==> config.mk <==
export PLATFORM = sky130hd
export DESIGN_NAME = regfile_3port
export DESIGN_NICKNAME = d
export VERILOG_FILES = /design/src/rtl/regfile_3port_pkg.sv /design/src/rtl/regfile_clr_seq.sv /design/src/rtl/regfile_3port.sv
export SDC_FILE = /design/constraint.sdc
export NUM_CORES = 1
export LEC_CHECK = 0
export CORE_MARGIN = 5
export CORE_UTILIZATION = 57
export CTS_CLUSTER_SIZE = 25
export DETAILED_ROUTE_END_ITERATION = 16
export HOLD_SLACK_MARGIN = 0.1
export PLACE_DENSITY_LB_ADDON = 0.12
export SYNTH_ARGS = -nofsm -noshare
export SYNTH_HDL_FRONTEND = slang
export SYNTH_SLANG_ARGS = --single-unit
==> constraint.sdc <==
create_clock -name clk -period 2.4 [get_ports clk]
set_clock_uncertainty 0.2 [all_clocks]
set_input_delay 0.24 -clock clk [delete_from_list [all_inputs] [get_ports clk]]
set_output_delay 0.24 -clock clk [all_outputs]
set_load 0.01 [all_outputs]
==> src/rtl/regfile_3port_pkg.sv <==
`default_nettype none
// +----------------------------------------------------------------------------+
// | regfile_3port_pkg                                                          |
// | Shared sizes and CLEAR/RUN state encoding for the MIPS register file.      |
// | Revision: 1.0                                                              |
// +----------------------------------------------------------------------------+
package regfile_3port_pkg;

  // Datapath-wide defaults, shared with the ALU and the datapath top
  localparam int REGBITS_DEF = 3;
  localparam int WIDTH_DEF   = 8;

  localparam logic S_CLEAR = 1'b0;
  localparam logic S_RUN   = 1'b1;

  typedef enum logic {
    ST_CLEAR = S_CLEAR,
    ST_RUN   = S_RUN
  } state_e;

  function automatic int nregs(input int regbits);
    return 1 << regbits;
  endfunction

endpackage
`default_nettype wire

==> src/rtl/regfile_clr_seq.sv <==
`default_nettype none
// +----------------------------------------------------------------------------+
// | regfile_clr_seq                                                            |
// | Post-reset clear sequencer: zeroes one entry per cycle, then raises ready. |
// | Revision: 1.0                                                              |
// +----------------------------------------------------------------------------+
module regfile_clr_seq
  import regfile_3port_pkg::*;
#(
  parameter int REGBITS = REGBITS_DEF
) (
  input  logic               clk,
  input  logic               reset,
  output logic               clr_we,
  output logic [REGBITS-1:0] clr_addr,
  output logic               ready
);

  // NREGS is a power of two, so the last address is all ones
  localparam logic [REGBITS-1:0] CNT_LAST = '1;

  state_e             state_q, state_d;
  logic [REGBITS-1:0] cnt_q,   cnt_d;
  logic               ready_q, ready_d;

  always_comb begin
    state_d = state_q;
    cnt_d   = cnt_q;
    ready_d = ready_q;
    if (reset) begin
      state_d = ST_CLEAR;
      cnt_d   = '0;
      ready_d = 1'b0;
    end else begin
      case (state_q)
        ST_CLEAR: begin
          // Leave CLEAR on the last address instead of letting cnt wrap
          if (cnt_q == CNT_LAST) begin
            state_d = ST_RUN;
            ready_d = 1'b1;
          end else begin
            cnt_d = cnt_q + REGBITS'(1);
          end
        end
        ST_RUN: begin
          state_d = ST_RUN;
        end
        default: begin
          state_d = ST_CLEAR;
          cnt_d   = '0;
          ready_d = 1'b0;
        end
      endcase
    end
  end

  always_ff @(posedge clk) begin
    state_q <= state_d;
    cnt_q   <= cnt_d;
    ready_q <= ready_d;
  end

  assign clr_we   = (state_q == ST_CLEAR);
  assign clr_addr = cnt_q;
  assign ready    = ready_q;

endmodule
`default_nettype wire

==> src/rtl/regfile_3port.sv <==
`default_nettype none
// +----------------------------------------------------------------------------+
// | regfile_3port                                                              |
// | 2-read / 1-write architectural register file with post-reset clearing.     |
// | Optional macro REGFILE_BYPASS_EN: write-through forwarding to read ports.  |
// | Revision: 1.0                                                              |
// +----------------------------------------------------------------------------+
module regfile_3port
  import regfile_3port_pkg::*;
#(
  parameter int WIDTH   = WIDTH_DEF,
  parameter int REGBITS = REGBITS_DEF
) (
  input  logic               clk,
  input  logic               reset,
  input  logic [REGBITS-1:0] ra1,
  input  logic [REGBITS-1:0] ra2,
  input  logic               we3,
  input  logic [REGBITS-1:0] wa3,
  input  logic [WIDTH-1:0]   wd3,
  output logic [WIDTH-1:0]   rd1,
  output logic [WIDTH-1:0]   rd2,
  output logic               ready
);

  localparam int NREGS = nregs(REGBITS);

  logic               clr_we;
  logic [REGBITS-1:0] clr_addr;
  logic               run_we;

  logic [WIDTH-1:0] mem_q [NREGS];
  logic [WIDTH-1:0] mem_d [NREGS];

  regfile_clr_seq #(
    .REGBITS (REGBITS)
  ) u_clr_seq (
    .clk      (clk),
    .reset    (reset),
    .clr_we   (clr_we),
    .clr_addr (clr_addr),
    .ready    (ready)
  );

  // ready is high exactly when the sequencer is in RUN
  assign run_we = ready && we3 && (wa3 != '0);

  always_comb begin
    mem_d = mem_q;
    if (!reset) begin
      if (clr_we) begin
        mem_d[clr_addr] = '0;
      end else if (run_we) begin
        mem_d[wa3] = wd3;
      end
    end
    mem_d[0] = '0;
  end

  always_ff @(posedge clk) begin
    mem_q <= mem_d;
  end

  always_comb begin
    rd1 = '0;
    if (ready && (ra1 != '0)) begin
      rd1 = mem_q[ra1];
`ifdef REGFILE_BYPASS_EN
      if (we3 && (wa3 == ra1)) begin
        rd1 = wd3;
      end
`endif
    end
  end

  always_comb begin
    rd2 = '0;
    if (ready && (ra2 != '0)) begin
      rd2 = mem_q[ra2];
`ifdef REGFILE_BYPASS_EN
      if (we3 && (wa3 == ra2)) begin
        rd2 = wd3;
      end
`endif
    end
  end

endmodule
`default_nettype wire

==> summary.txt <==
Run status
  • Status: completed

Place
  • Placed cell count: approximately 410
  • Post-DP HPWL: 7306 um
  • Pre-CTS WS: -0.2763 ns
  • Placer Congestion: approximately 0.83
  • Port bufs: 36

Global route
  • GR Layer Usage met2: approximately two fifths
  • Number of global-route vias before repair: 3022
  • Initial antenna violation count: 0
  • First-pass GRT wire length: about 16000 um
  • GRT met1 Usage: 35.19%
  • Total GRT Usage: about a quarter
  • Largest net degree at the start of global routing: 21
  • Busiest grt layer: met2
  • Global route overflow: 0
  • Met3 Use GR: ~5.7%

Critical path
  • Crit end category: output pin
  • Setup CP Type: in -> out
  • Crit path DAT: 1.87 ns
  • CP Launch Type: input port
  • R2r setup slk: 0.48 ns
  • Data required, critical path: between 1.5 and 2 ns
  • Crit-path slowest cell: mux4_1
  • Top fanout value on the critical path: 5
  • Cell mode on critical path: dlygate4sd2_1
  • Worst path cell trace: dlygate4sd2_1 > bufbuf_16 > mux4_1 > nor2b_1 > nor3_1 > dlygate4sd2_1
  • Crit path from: ra1[0]
  • WP buf/inv: 3
  • R2R Path End: mem_q[44]
  • Crit path depth: 6
  • Reg2reg start: u_clr_seq.ready
  • Crit path largest cell delay: ~0.56 ns
  • Worst path top cell family by delay: buffers and inverters
  • Crit path to: rd1[7]
  • R2R cell count: 5

Power
  • Sequential share of power: 49.8%
  • Internal power: between 2 and 2.5 mW
  • Clock power share: a little under a third
  • Worst VDD drop: ~0.44 mV
  • P_leak: between 1.5 and 2 nW
  • Psw: about 0.73 mW
  • Switch share: approximately a quarter
  • Cell Pwr Density: 590.7 nW/um2
  • Logic pwr share: approximately a fifth

STA
  • Slew Limit Fails: 0
  • Final hold vios: 0
  • RSZ-0062 raised after global routing: no
  • # setup viols final: 0
  • Setup TNS: 0 ns
  • Worst-Margin Slew: ~0.73 ns
  • F_max: 432.6 MHz
  • Worst rel slew slack: approximately half
  • Setup ws final: 0.08823 ns
  • Final Cycle Share: between 90 and 100%
  • Fin crit period: 2.312 ns

Die
  • Die area: roughly 8200 um2
  • Die Y-Extent: about 90 um
  • Core Area: approximately 6300 um2
  • Ports: 37
  • Die W: ~90 um
  • Rows: 29
  • Starting Density: 58.20%

Run
  • Number of max-cap violations: 0

Clocking
  • CTS root buf: clkbuf_8
  • Clk sinks: 61
  • CTS clk-pin slew, worst paths: around 0.060 ns
  • TritonCTS clock tree: done
  • CTS H-tree depth: 3
  • # hold bufs at CTS: 0
  • Clock buffer depth: 2
  • Inserted Clock Buffers: 9
  • Clock Latency Late Sink: between 0.3 and 0.4 ns

Synth
  • Main synth FF type: edfxtp_1
  • Post-Synthesis Cells: around 290
  • Synth top cells by count: edfxtp_1, a22o_1, nand2_1
  • Distinct cells, synth: 37
  • Synth Register Bits: just over 60
  • Top-area cell type share of the netlist area: roughly 46%
  • Seq/Total Area, Yosys: 48.48%
  • Largest family of logic cells by synthesized area: compound AO/OA/AOI/OAI gates
  • Area of the mapped netlist: between 3000 and 4000 um2
  • Post-Synth Simple-Gate Area: about a tenth
  • Number of synthesized flops with an enable pin: 56
  • Post-Syn Area per Cell: between 10 and 15 um2
  • Synthesized-area fraction occupied by adder cells: less than 1%
  • Fraction of synthesized cell area in xor and xnor cells: less than 1%
  • Mux share of post-synthesis cell area: between 10% and 20%
  • Asr flop ratio synth: 0%
  • Yosys warnings: 0
  • Synth area leader: edfxtp_1
  • Most common cell in the synthesized netlist: edfxtp_1
  • Syn Nets: 309
  • Synth Area in Compound Gates: between 20% and 30%
  • Dominant cells by area after synthesis: edfxtp_1, mux4_2, a22o_1

Route
  • Wirelength per Cell: around 25 um
  • Vias/cell: between 6 and 7
  • DRC: 0
  • Via Count: between 3000 and 4000
  • Initial drt markers: 386
  • Final WL: ~11000 um
  • Post-route ant nets: 0
  • Drt pass-1 iters: 5

Min path
  • Hold crit path type: in -> reg

Finish
  • Antenna Cells: 0
  • Layout cells sized above 1: ~29%
  • Synthesis-to-layout area growth: 28.33%
  • Fin nets: approximately 380
  • Final cell count without fillers: 442
-- logic make-up (layout without fill, tap and decap cells) --
family | after synthesis | count (layout)
AO/OA/AOI/OAI | 95 | 95
XOR/XNOR | 1 | 1
adder cells (fa/ha/maj) | 2 | 2
buffers and inverters | 25 | 103
flip-flops | 61 | 61
multiplexers | 32 | 32
AND/OR/NAND/NOR | 71 | 71
-- what timing repair did --
item | CTS | global route
resized for setup | 34 | 9
gates cloned | 2 | 2
setup buffers | 6 | 3
pin swaps | 0 | 0
setup endpoints to repair | 16 | 9
-- how the worst min path moves through the flow --
stage              from               endpoint  slack [ns]  depth (start not counted)
2_1_floorplan     reset  u_clr_seq.clr_addr[1]        0.11                          1
3_5_place_dp   mem_q[3]               mem_q[3]        0.37                          2
3_3_place_gp   mem_q[7]               mem_q[7]        0.35                          2
5_1_grt           reset  u_clr_seq.clr_addr[0]        0.39                          2
4_1_cts           reset      u_clr_seq.state_q        0.36                          2
6_report          reset      u_clr_seq.state_q        0.37                          2
-- layout by cell type (no fill, tap or decap), types with 2 or more instances in the layout --
cell	n
a21oi_1	9
nor2b_2	4
nand2_1	19
dfxtp_1	5
a22o_1	25
a31oi_1	6
dlygate4sd2_1	11
o21ai_0	10
clkbuf_8	9
o2bb2ai_1	7
clkdlybuf4s15_1	3
inv_1	7
edfxtp_1	56
a221oi_1	11
a2bb2o_1	13
mux4_2	15
buf_12	5
clkinv_1	2
clkdlybuf4s50_1	16
and3b_1	2
bufbuf_16	2
nor2_1	5
o31ai_4	2
buf_4	35
dlymetal6s2s_1	2
clkbuf_16	2
ha_1	2
and2_1	5
a221oi_2	4
nor2b_1	14
clkdlybuf4s15_2	3
clkbuf_1	3
nor3_1	16
nor3b_2	3
mux2_2	16
a32o_1	3
-- state kept, by name, indices dropped and copies added, names as in the netlist --
name and count:
u_clr_seq.clr_addr 3, u_clr_seq.ready 1, mem_q 56, u_clr_seq.state_q 1
-- layout make-up --
class / count / area (um2)
well taps: 77 / 96.34
repair buffers: 80 / 828.3
multi-input cells: 201 / 1807
clock inverters: 3 / 37.54
inverters: 8 / 30.03
clock buffers: 12 / 135.1
fillers: 405 / 1598
flip-flops and latches: 61 / 1782
-- power groups by stage --
stage / Combinational [mW] / Clock (mW) / Sequential [mW]
after floorplan: 0.319 / 0 / 1.36
after global placement: 0.454 / 0 / 1.40
after detailed placement: 0.467 / 0 / 1.40
after CTS: 0.504 / 0.867 / 1.38
after global routing: 0.566 / 0.919 / 1.40
final: 0.531 / 0.868 / 1.39
-- metal layers --
layer  vias to the layer above  routed length [um]
li1                       1340                   -
met1                      1451                4244
met2                       221                5123
met3                        40                1152
met4                         0                 466
met5                         -                   0
-- through the flow --
stage / hold WS, ns / total power, mW / area (um2) / utilization, %
3_5_place_dp: 0.3712 / 1.869 / 4298 / 68.07
6_report: 0.3681 / 2.786 / 4716 / 74.69
3_3_place_gp: 0.3501 / 1.850 / 4298 / 68.07
5_1_grt: 0.3936 / 2.881 / 4716 / 74.69
4_1_cts: 0.3633 / 2.752 / 4626 / 73.27
2_1_floorplan: 0.1091 / 1.680 / 3675 / -
(Power assumes the default switching activity.)
